## config.mk

```make
export PLATFORM = sky130hd
export DESIGN_NAME = fc_argmax_flat
export DESIGN_NICKNAME = d
export VERILOG_FILES = /design/src/rtl/fc_argmax_if.sv /design/src/rtl/fc_argmax.sv /design/src/flat_wrapper.sv
export SDC_FILE = /design/constraint.sdc
export NUM_CORES = 1
export LEC_CHECK = 0
export BUFFER_PORTS_ARGS = -buffer_cell sky130_fd_sc_hd__buf_2
export CORE_ASPECT_RATIO = 0.7
export CORE_MARGIN = 1
export CORE_UTILIZATION = 53
export CTS_CLUSTER_DIAMETER = 150
export CTS_CLUSTER_SIZE = 24
export DETAILED_ROUTE_END_ITERATION = 12
export PLACE_DENSITY = 0.82
export SYNTH_ARGS = -nofsm -noshare
export SYNTH_HDL_FRONTEND = slang
export SYNTH_SLANG_ARGS = --single-unit
```

## constraint.sdc

```tcl
create_clock -name clk -period 9.05 [get_ports clk]
set_input_delay 0.4525 -clock clk [delete_from_list [all_inputs] [get_ports clk]]
set_output_delay 0.4525 -clock clk [all_outputs]
set_load 0.02 [all_outputs]
```

## src/rtl/fc_argmax_if.sv

```systemverilog
// Handshake and score bus between the final FC layer / host side and the
// argmax decision stage. The master drives requests and scores and consumes
// the result. The slave is the argmax engine.
interface fc_argmax_if #(
   parameter int NUM_CLASSES = 10,
   parameter int WIDTH       = 32,
   parameter int IDX_W       = 4
);
   logic                                  start;
   logic [NUM_CLASSES-1:0][WIDTH-1:0]     score_vec;
   logic                                  result_ready;
   logic                                  busy;
   logic                                  result_valid;
   logic [IDX_W-1:0]                      class_idx;
   logic [WIDTH-1:0]                      max_score;
   logic [WIDTH-1:0]                      margin;
   logic                                  overrun;

   modport master (
      output start, score_vec, result_ready,
      input  busy, result_valid, class_idx, max_score, margin, overrun
   );

   modport slave (
      input  start, score_vec, result_ready,
      output busy, result_valid, class_idx, max_score, margin, overrun
   );
endinterface

```

## src/rtl/fc_argmax.sv

```systemverilog
// Classifier decision stage: scans a signed Q8.24 score vector one element
// per cycle and reports the winning index, winning score, and the saturated
// margin to the runner-up on a valid/ready handshake.
module fc_argmax #(
   parameter int NUM_CLASSES = 10,
   parameter int WIDTH       = 32,
   parameter int IDX_W       = 4
) (
   input  logic          clk,
   input  logic          reset,   // asynchronous, active-low
   fc_argmax_if.slave    bus
);

   localparam logic [1:0] S_IDLE = 2'd0;
   localparam logic [1:0] S_SCAN = 2'd1;
   localparam logic [1:0] S_HOLD = 2'd2;

   localparam logic [IDX_W-1:0] LAST_K   = IDX_W'(NUM_CLASSES - 1);
   localparam logic [WIDTH-1:0] MOST_NEG = {1'b1, {(WIDTH-1){1'b0}}};
   localparam logic [WIDTH-1:0] MOST_POS = {1'b0, {(WIDTH-1){1'b1}}};

   // best - second in WIDTH+1 bits; best never falls below second, so the
   // difference is non-negative and only the upper bound needs clamping.
   function automatic logic [WIDTH-1:0] sat_margin(input logic [WIDTH-1:0] hi,
                                                   input logic [WIDTH-1:0] lo);
      logic [WIDTH:0] diff;
      diff = {hi[WIDTH-1], hi} - {lo[WIDTH-1], lo};
      return (diff[WIDTH:WIDTH-1] != 2'b00) ? MOST_POS : diff[WIDTH-1:0];
   endfunction

   logic [1:0]       state_q,     state_d;
   logic [IDX_W-1:0] k_q,         k_d;
   logic [WIDTH-1:0] best_q,      best_d;
   logic [WIDTH-1:0] second_q,    second_d;
   logic [IDX_W-1:0] idx_q,       idx_d;
   logic [IDX_W-1:0] class_idx_q, class_idx_d;
   logic [WIDTH-1:0] max_score_q, max_score_d;
   logic [WIDTH-1:0] margin_q,    margin_d;
   logic             overrun_q,   overrun_d;

   logic             handshake;
   logic             accept;
   logic [WIDTH-1:0] cur_score;

   assign handshake = (state_q == S_HOLD) && bus.result_ready;
   // A start is taken when idle, or back-to-back on the result handshake.
   assign accept    = bus.start && ((state_q == S_IDLE) || handshake);
   // Scores are read live each scan cycle; the source holds them stable.
   assign cur_score = bus.score_vec[k_q];

   // Any start that is not accepted is reported one cycle later.
   assign overrun_d = bus.start && !accept;

   // Next-state and scan datapath: start a scan, compare one element, or retire.
   always_comb begin
      // NOTE: every _d starts from its current value so always_comb can never infer a latch.
      state_d     = state_q;
      k_d         = k_q;
      best_d      = best_q;
      second_d    = second_q;
      idx_d       = idx_q;
      class_idx_d = class_idx_q;
      max_score_d = max_score_q;
      margin_d    = margin_q;

      if (accept) begin
         best_d   = bus.score_vec[0];
         second_d = MOST_NEG;
         idx_d    = '0;
         k_d      = IDX_W'(1);
         if (NUM_CLASSES == 1) begin
            state_d     = S_HOLD;
            class_idx_d = '0;
            max_score_d = bus.score_vec[0];
            margin_d    = sat_margin(bus.score_vec[0], MOST_NEG);
         end else begin
            state_d = S_SCAN;
         end
      end else if (state_q == S_SCAN) begin
         // Strict compares: a tie keeps the lower index and drops to runner-up.
         if ($signed(cur_score) > $signed(best_q)) begin
            second_d = best_q;
            best_d   = cur_score;
            idx_d    = k_q;
         end else if ($signed(cur_score) > $signed(second_q)) begin
            second_d = cur_score;
         end
         k_d = k_q + 1'b1;
         if (k_q == LAST_K) begin
            state_d     = S_HOLD;
            class_idx_d = idx_d;
            max_score_d = best_d;
            margin_d    = sat_margin(best_d, second_d);
         end
      end else if (handshake) begin
         state_d = S_IDLE;
      end
   end

   // State, scan and result registers; reset aborts any scan in progress.
   always_ff @(posedge clk or negedge reset) begin
      if (!reset) begin
         // NOTE: datapath registers are reset too, so outputs read 0 out of reset.
         state_q     <= S_IDLE;
         k_q         <= '0;
         best_q      <= '0;
         second_q    <= '0;
         idx_q       <= '0;
         class_idx_q <= '0;
         max_score_q <= '0;
         margin_q    <= '0;
         overrun_q   <= 1'b0;
      end else begin
         // NOTE: non-blocking assignments so every register samples pre-edge values.
         state_q     <= state_d;
         k_q         <= k_d;
         best_q      <= best_d;
         second_q    <= second_d;
         idx_q       <= idx_d;
         class_idx_q <= class_idx_d;
         max_score_q <= max_score_d;
         margin_q    <= margin_d;
         overrun_q   <= overrun_d;
      end
   end

   assign bus.busy         = (state_q != S_IDLE);
   assign bus.result_valid = (state_q == S_HOLD);
   assign bus.class_idx    = class_idx_q;
   assign bus.max_score    = max_score_q;
   assign bus.margin       = margin_q;
   assign bus.overrun      = overrun_q;

endmodule

```

## src/flat_wrapper.sv

```systemverilog
// flat-port wrapper written by rule: the top's interface ports become plain ports
module fc_argmax_flat 
#(
   parameter int NUM_CLASSES = 10,
   parameter int WIDTH       = 32,
   parameter int IDX_W       = 4
)
  (clk, reset, bus_start, bus_score_vec, bus_result_ready, bus_busy, bus_result_valid, bus_class_idx, bus_max_score, bus_margin, bus_overrun);
  fc_argmax_if #(.NUM_CLASSES(NUM_CLASSES), .WIDTH(WIDTH), .IDX_W(IDX_W)) bus_i ();
  input  logic clk;
  input  logic reset;
  input wire logic [$bits(bus_i.start)-1:0] bus_start;
  input wire logic [$bits(bus_i.score_vec)-1:0] bus_score_vec;
  input wire logic [$bits(bus_i.result_ready)-1:0] bus_result_ready;
  output wire logic [$bits(bus_i.busy)-1:0] bus_busy;
  output wire logic [$bits(bus_i.result_valid)-1:0] bus_result_valid;
  output wire logic [$bits(bus_i.class_idx)-1:0] bus_class_idx;
  output wire logic [$bits(bus_i.max_score)-1:0] bus_max_score;
  output wire logic [$bits(bus_i.margin)-1:0] bus_margin;
  output wire logic [$bits(bus_i.overrun)-1:0] bus_overrun;
  assign bus_i.start = bus_start;
  assign bus_i.score_vec = bus_score_vec;
  assign bus_i.result_ready = bus_result_ready;
  assign bus_busy = bus_i.busy;
  assign bus_result_valid = bus_i.result_valid;
  assign bus_class_idx = bus_i.class_idx;
  assign bus_max_score = bus_i.max_score;
  assign bus_margin = bus_i.margin;
  assign bus_overrun = bus_i.overrun;
  fc_argmax #(.NUM_CLASSES(NUM_CLASSES), .WIDTH(WIDTH), .IDX_W(IDX_W)) u_core (.clk(clk), .reset(reset), .bus(bus_i));
endmodule
```

# Word level (Yosys, flattened, before mapping)
# Cells that the tools add are included.
# word_totals
ff_bits	143
# op_classes
n_mux	23
bitwise_logic	1
magnitude_cmp	3
add_sub_neg	2
reduce_logical	12
eq_ne	4
# ops
cell	count
two-way mux 32 bit	13
binary-select mux 32 bit (select 4 bit)	1
> comparator 32 bit	2
subtractor 32 x 32 -> 33 bit	1
two-way mux 4 bit	5
two-way mux 2 bit	4
nonzero test 2 bit	3
< comparator 4 x 5 -> 1 bit (second input constant)	1
adder 4 x 1 -> 4 bit (second input constant)	1
== test 4 bit (second input constant)	1
logical AND 1 bit	3
inequality test 3 x 2 -> 1 bit (second input constant)	1
AND reduction 3 bit	1
nonzero test 3 bit	1
== test 2 x 1 -> 1 bit (second input constant)	1
== test 2 bit (second input constant)	1
zero test 2 bit	1
AND reduction 2 bit	1
zero test 1 bit	1
logical OR 1 bit	1
NOT 1 bit	1

# Depth between registers and ports, before layout
# logic_depth
depth_word	10
ltp_mapped	34
mapped_depth_nobuf	28

# Worst setup path after synthesis
# OpenSTA, ideal clock, no wires.
# synth_path
kind	reg2reg
startpoint	register u_core.k_q[0]
endpoint	register u_core.margin_q[21] (netlist: u_core.bus.margin[21])
setup_ps	126
slack_ps	1076
arrival_time_ps	7848
required_ps	8924
n_path_buf	8
path_stages_with_launch	34
path_cell_list	dfrtp_1 buf_2 buf_4 buf_1 buf_1 mux4_2 nand2_1 a21oi_1 ha_1 nand4_1 nor3_1 a21boi_0 o41a_1 o21a_1 buf_2 clkbuf_1 clkbuf_1 mux2i_1 inv_1 ha_1 a21o_1 a21o_1 a21oi_1 o21ai_0 a21oi_1 o21bai_1 a221o_1 nor3b_1 a211oi_2 o21ai_2 a41o_1 mux2i_2 buf_6 o32a_1
# synth_via
elab_chain_cells	10
elab_cells_between_ends	16
classes_between	add/sub: 1; order compare: 2; eq/ne: 1; mux: 10; reduce/logical: 2
# synth_rtl
item	line	rtl
from (decl)	fc_argmax.sv:32	logic [IDX_W-1:0] k_q, k_d;
from (signal assigned)	fc_argmax.sv:116	k_q <= k_d;
binary-select mux 32 bit (select 4 bit)	fc_argmax.sv:49	assign cur_score = bus.score_vec[k_q];
two-way mux 32 bit (implied by the code)	fc_argmax.sv:49	
> comparator 32 bit	fc_argmax.sv:85	end else if ($signed(cur_score) > $signed(second_q)) begin
two-way mux 32 bit	fc_argmax.sv:85	
two-way mux 32 bit	fc_argmax.sv:81	if ($signed(cur_score) > $signed(best_q)) begin
two-way mux 32 bit	fc_argmax.sv:79	end else if (state_q == S_SCAN) begin
two-way mux 32 bit	fc_argmax.sv:66	if (accept) begin
subtractor 32 x 32 -> 33 bit	fc_argmax.sv:27	diff = {hi[WIDTH-1], hi} - {lo[WIDTH-1], lo};
nonzero test 2 bit	fc_argmax.sv:28	return (diff[WIDTH:WIDTH-1] != 2'b00) ? MOST_POS : diff[WIDTH-1:0];
two-way mux 32 bit	fc_argmax.sv:28	
to (signal assigned)	fc_argmax.sv:122	margin_q <= margin_d;
to (decl)	fc_argmax.sv:38	logic [WIDTH-1:0] margin_q, margin_d;
# Several ways; a longest one is shown, not always the timed one. The select of a mux whose other input is x is not followed.
# A chain may end at the register's enable or synchronous reset.

# Worst setup path in the final report
# layout_path
startpoint	register u_core.k_q[1]
endpoint	register u_core.margin_q[12] (netlist: u_core.bus.margin[12])
# Same word-level chain as after synthesis.

==> results.tsv <==
stage	metric	value	unit
run_status	status	completed	
setup_path	Crit path arrival time	8.75	ns
timing	Slew Viols, Final	0	
drt	via count	13103	
power	Final Power	2.54	mW
power	clock share of power	30.5	%
drt	WL final	46.3	mm
synth	sequential area share after synthesis	28.3	%
global_routing	pin count of the biggest net entering global routing	82	
setup_path	Critical Path Fanout Max	36	
timing	setup slack after layout	0.624	ns
floorplanning	I/O pin total	395	
finish	number of diodes	0	
setup_path	Critical Path Start Type	flip-flop	
finish	most frequent cells in the layout	buf_2 (393), nand2_1 (141), dfrtp_1 (140)	
power	P_leak	7.64	nW
global_routing	GRT Util Overall	37.8	%
synth	Seq cells post-synth	143	
global_routing	total gr overflow	0	
timing	RSZ-0062 raised after global routing	false	
clock_tree	Post-CTS Setup Bufs	0	
drt	wire length per cell	22.5	µm
drt	DRT Pass-1 Iters	6	
synth	Syn Nets	1818	
power	Cell Pwr Density	164	nW/µm²
clock_tree	hold_buf cts	0	
synth	asr flop ratio synth	100	%
setup_path	Stages on worst setup path	29	
timing	final setup TNS	0	ns
clock_tree	CTS clk-pin slew, worst paths	0.07	ns
clock_tree	clk buf depth	2	
clock_tree	CTS tree	built	
finish	post-route insts no fill	2062	
timing	fin crit share	93.1	%
floorplanning	num rows	46	
power	Sw Pwr	0.972	mW
setup_path	crit path kind	reg -> reg	
global_routing	antenna violations before repair	1	
setup_path	WP data required	9.38	ns
synth	Unique masters post-synth	84	
finish	Fillers	1955	
floorplanning	core area	23000	µm²
timing	Slew @ Worst Pin	1.12	ns
power	Internal	1.57	mW
timing	Final setup viols	0	
place	dpl hpwl	35.6	mm
drt	via/cell ratio	6.35	
clock_tree	H-tree levels	4	
drt	1st-iter DRT viols	1372	
floorplanning	total die area	24500	µm²
drt	DRC	0	
timing	Final Hold Fails	0	
timing	Worst slew margin	25.0	%
job	Max Cap Viol	0	
power	sw frac	38.2	%
floorplanning	Die H	131	µm
timing	f_max	119	MHz
synth	Netlist Area Pre-Place	12600	µm²
clock_tree	number of gates resized after cts	0	
synth	Syn Inst Count	1397	
setup_path	CP peak stage delay	0.82	ns
setup_path	CP delay by family, top	compound AO/OA/AOI/OAI gates	
floorplanning	die span in x	187	µm
clock_tree	CTS buffer count	17	
place	pre-CTS setup slack	0.860	ns
finish	Layout area overhead	22.5	%
worst_hold_path	Hold Path Class	in -> async	
setup_path	Slowest-stage cell, CP	dfrtp_2	
finish	# nets final	2158	
setup_path	Buf+Inv Stages, Crit Path	3	
place	placed cell count	2030	
drt	post-route ant nets	0	
clock_tree	Clock Tree Root	clkbuf_16	
place	number of port buffers	394	
synth	ys flop type	dfrtp_1	
synth	YS warnings	0	
setup_path	Worst Setup End Kind	flip-flop	
timing	Tmin final	8.43	ns
power	register share of total power	26.5	%
power	maximum vdd drop	0.153	mV
floorplanning	Starting Density	54.9	%
timing	skew final	0.0132	ns
global_routing	first-pass GRT wire length	72.4	mm
clock_tree	worst skew pair latency	0.45	ns
synth	Avg Inst Size Synth	9.05	µm²
timing	WHS	0.0620	ns
clock_tree	CTS Sinks	143	
finish	most common cell after layout, fill and taps aside	buf_2	
power	combinational power share	43.0	%
finish	share of layout cells above drive strength 1	32.9	%
setup_path	Worst Reg-to-Reg Cells	29	
place	final RePlAce weighted congestion	0.950	
synth	EDFF count, synth	0	
global_routing	number of global-route vias before repair	12826	
[cell type report]
cell class,count,area [µm²],area share (%)
tap,312,390,2.52
multi-input combinational,1047,8300,53.6
clock inverter,13,188,1.21
timing repair buffer,416,2160,13.9
sequential,143,3580,23.2
clock buffer,19,443,2.86
inverter,112,420,2.72
[power groups by stage]
stage	registers (mW)	logic (mW)	clock network, mW
CTS	0.674	1.07	0.776
detailed placement	0.685	1.06	0
global placement	0.685	1.05	0
floorplan	0.675	0.742	0
global route	0.676	1.18	0.806
finish	0.675	1.09	0.774
[worst register-to-register path: cells and delay by family (launching register included)]
kind                       cells  cell delay, ns
AOI/OAI and AO/OA             16            3.78
adders and majority gates      2            0.80
buffers and inverters          3            1.11
DFF                            1            0.82
muxes                          2            0.50
and+or+nand+nor                6            1.31
[cells by family (layout without fill, tap and decap cells)]
logic type / count (synthesis) / count (layout) / share of synthesized area, %
flip-flops: 143 / 143 / 28.3
multiplexers: 131 / 131 / 16.8
adder cells (fa/ha/maj): 97 / 97 / 9.66
AO/OA/AOI/OAI: 470 / 470 / 25.2
AND/OR/NAND/NOR: 324 / 324 / 12.0
buffers and inverters: 207 / 560 / 6.33
XOR/XNOR: 25 / 25 / 1.73
[stage by stage]
step	instance area, µm²	utilization [%]
after global routing	15500	67.2
after floorplan	12600	-
after CTS	15500	67.2
after detailed placement	14800	64.5
after global placement	14800	64.5
final	15500	67.2
[flip-flops by register name, indices dropped and copies added, names as in the netlist, 2 cells and up]
register / cells
u_core.best_q: 32
u_core.bus.margin: 32
u_core.state_q: 2
u_core.idx_q: 4
u_core.k_q: 4
u_core.second_q: 32
u_core.bus.max_score: 32
u_core.bus.class_idx: 4
[worst paths after layout]
check | from | endpoint | slack, ns
hold / removal | reset | u_core.state_q[0]$_DFFE_PN0P_ | 0.06
setup / recovery | u_core.k_q[1]$_DFFE_PN0P_ | u_core.bus.margin[12]$_DFFE_PN0P_ | 0.62
hold reg to reg | u_core.bus.max_score[0]$_DFFE_PN0P_ | u_core.bus.max_score[0]$_DFFE_PN0P_ | 0.48
min in group clk | bus_result_ready | u_core.state_q[1]$_DFFE_PN0P_ | 0.22
setup reg to reg | u_core.k_q[1]$_DFFE_PN0P_ | u_core.bus.margin[12]$_DFFE_PN0P_ | 0.62
max in group asynchronous | reset | u_core.k_q[1]$_DFFE_PN0P_ | 7.61
[synthesized netlist by cell type (all sizes together) (11+ instances only)]
cell	n	share of area (%)
dfrtp	143	28
nand2	142	4.2
a21oi	119	4.8
inv	112	3.3
ha	96	9.5
o21ai	90	3.6
nor2	79	2.4
clkbuf	77	2.3
mux4	61	11
a211oi	41	2.5
mux2i	38	3.0
a221oi	33	2.3
a22oi	32	1.9
mux2	32	2.9
o22ai	31	1.5
o22a	27	1.9
nand4	19	1.1
a21o	18	1.1
buf	18	0.71
xnor2	18	1.2
nor3	17	0.76
nand3	15	0.59
a31oi	12	0.59
nor2b	11	0.54
[routing by layer]
metal / track usage, % / vias up / routed length [µm]
met4: 19.3 / 2 / 2270
met1: 50.2 / 6266 / 18900
met3: 8.04 / 127 / 4210
li1: - / 5927 / -
met5: 0 / - / 13
met2: 58.3 / 781 / 20900
Power figures use the tool's default switching activity.
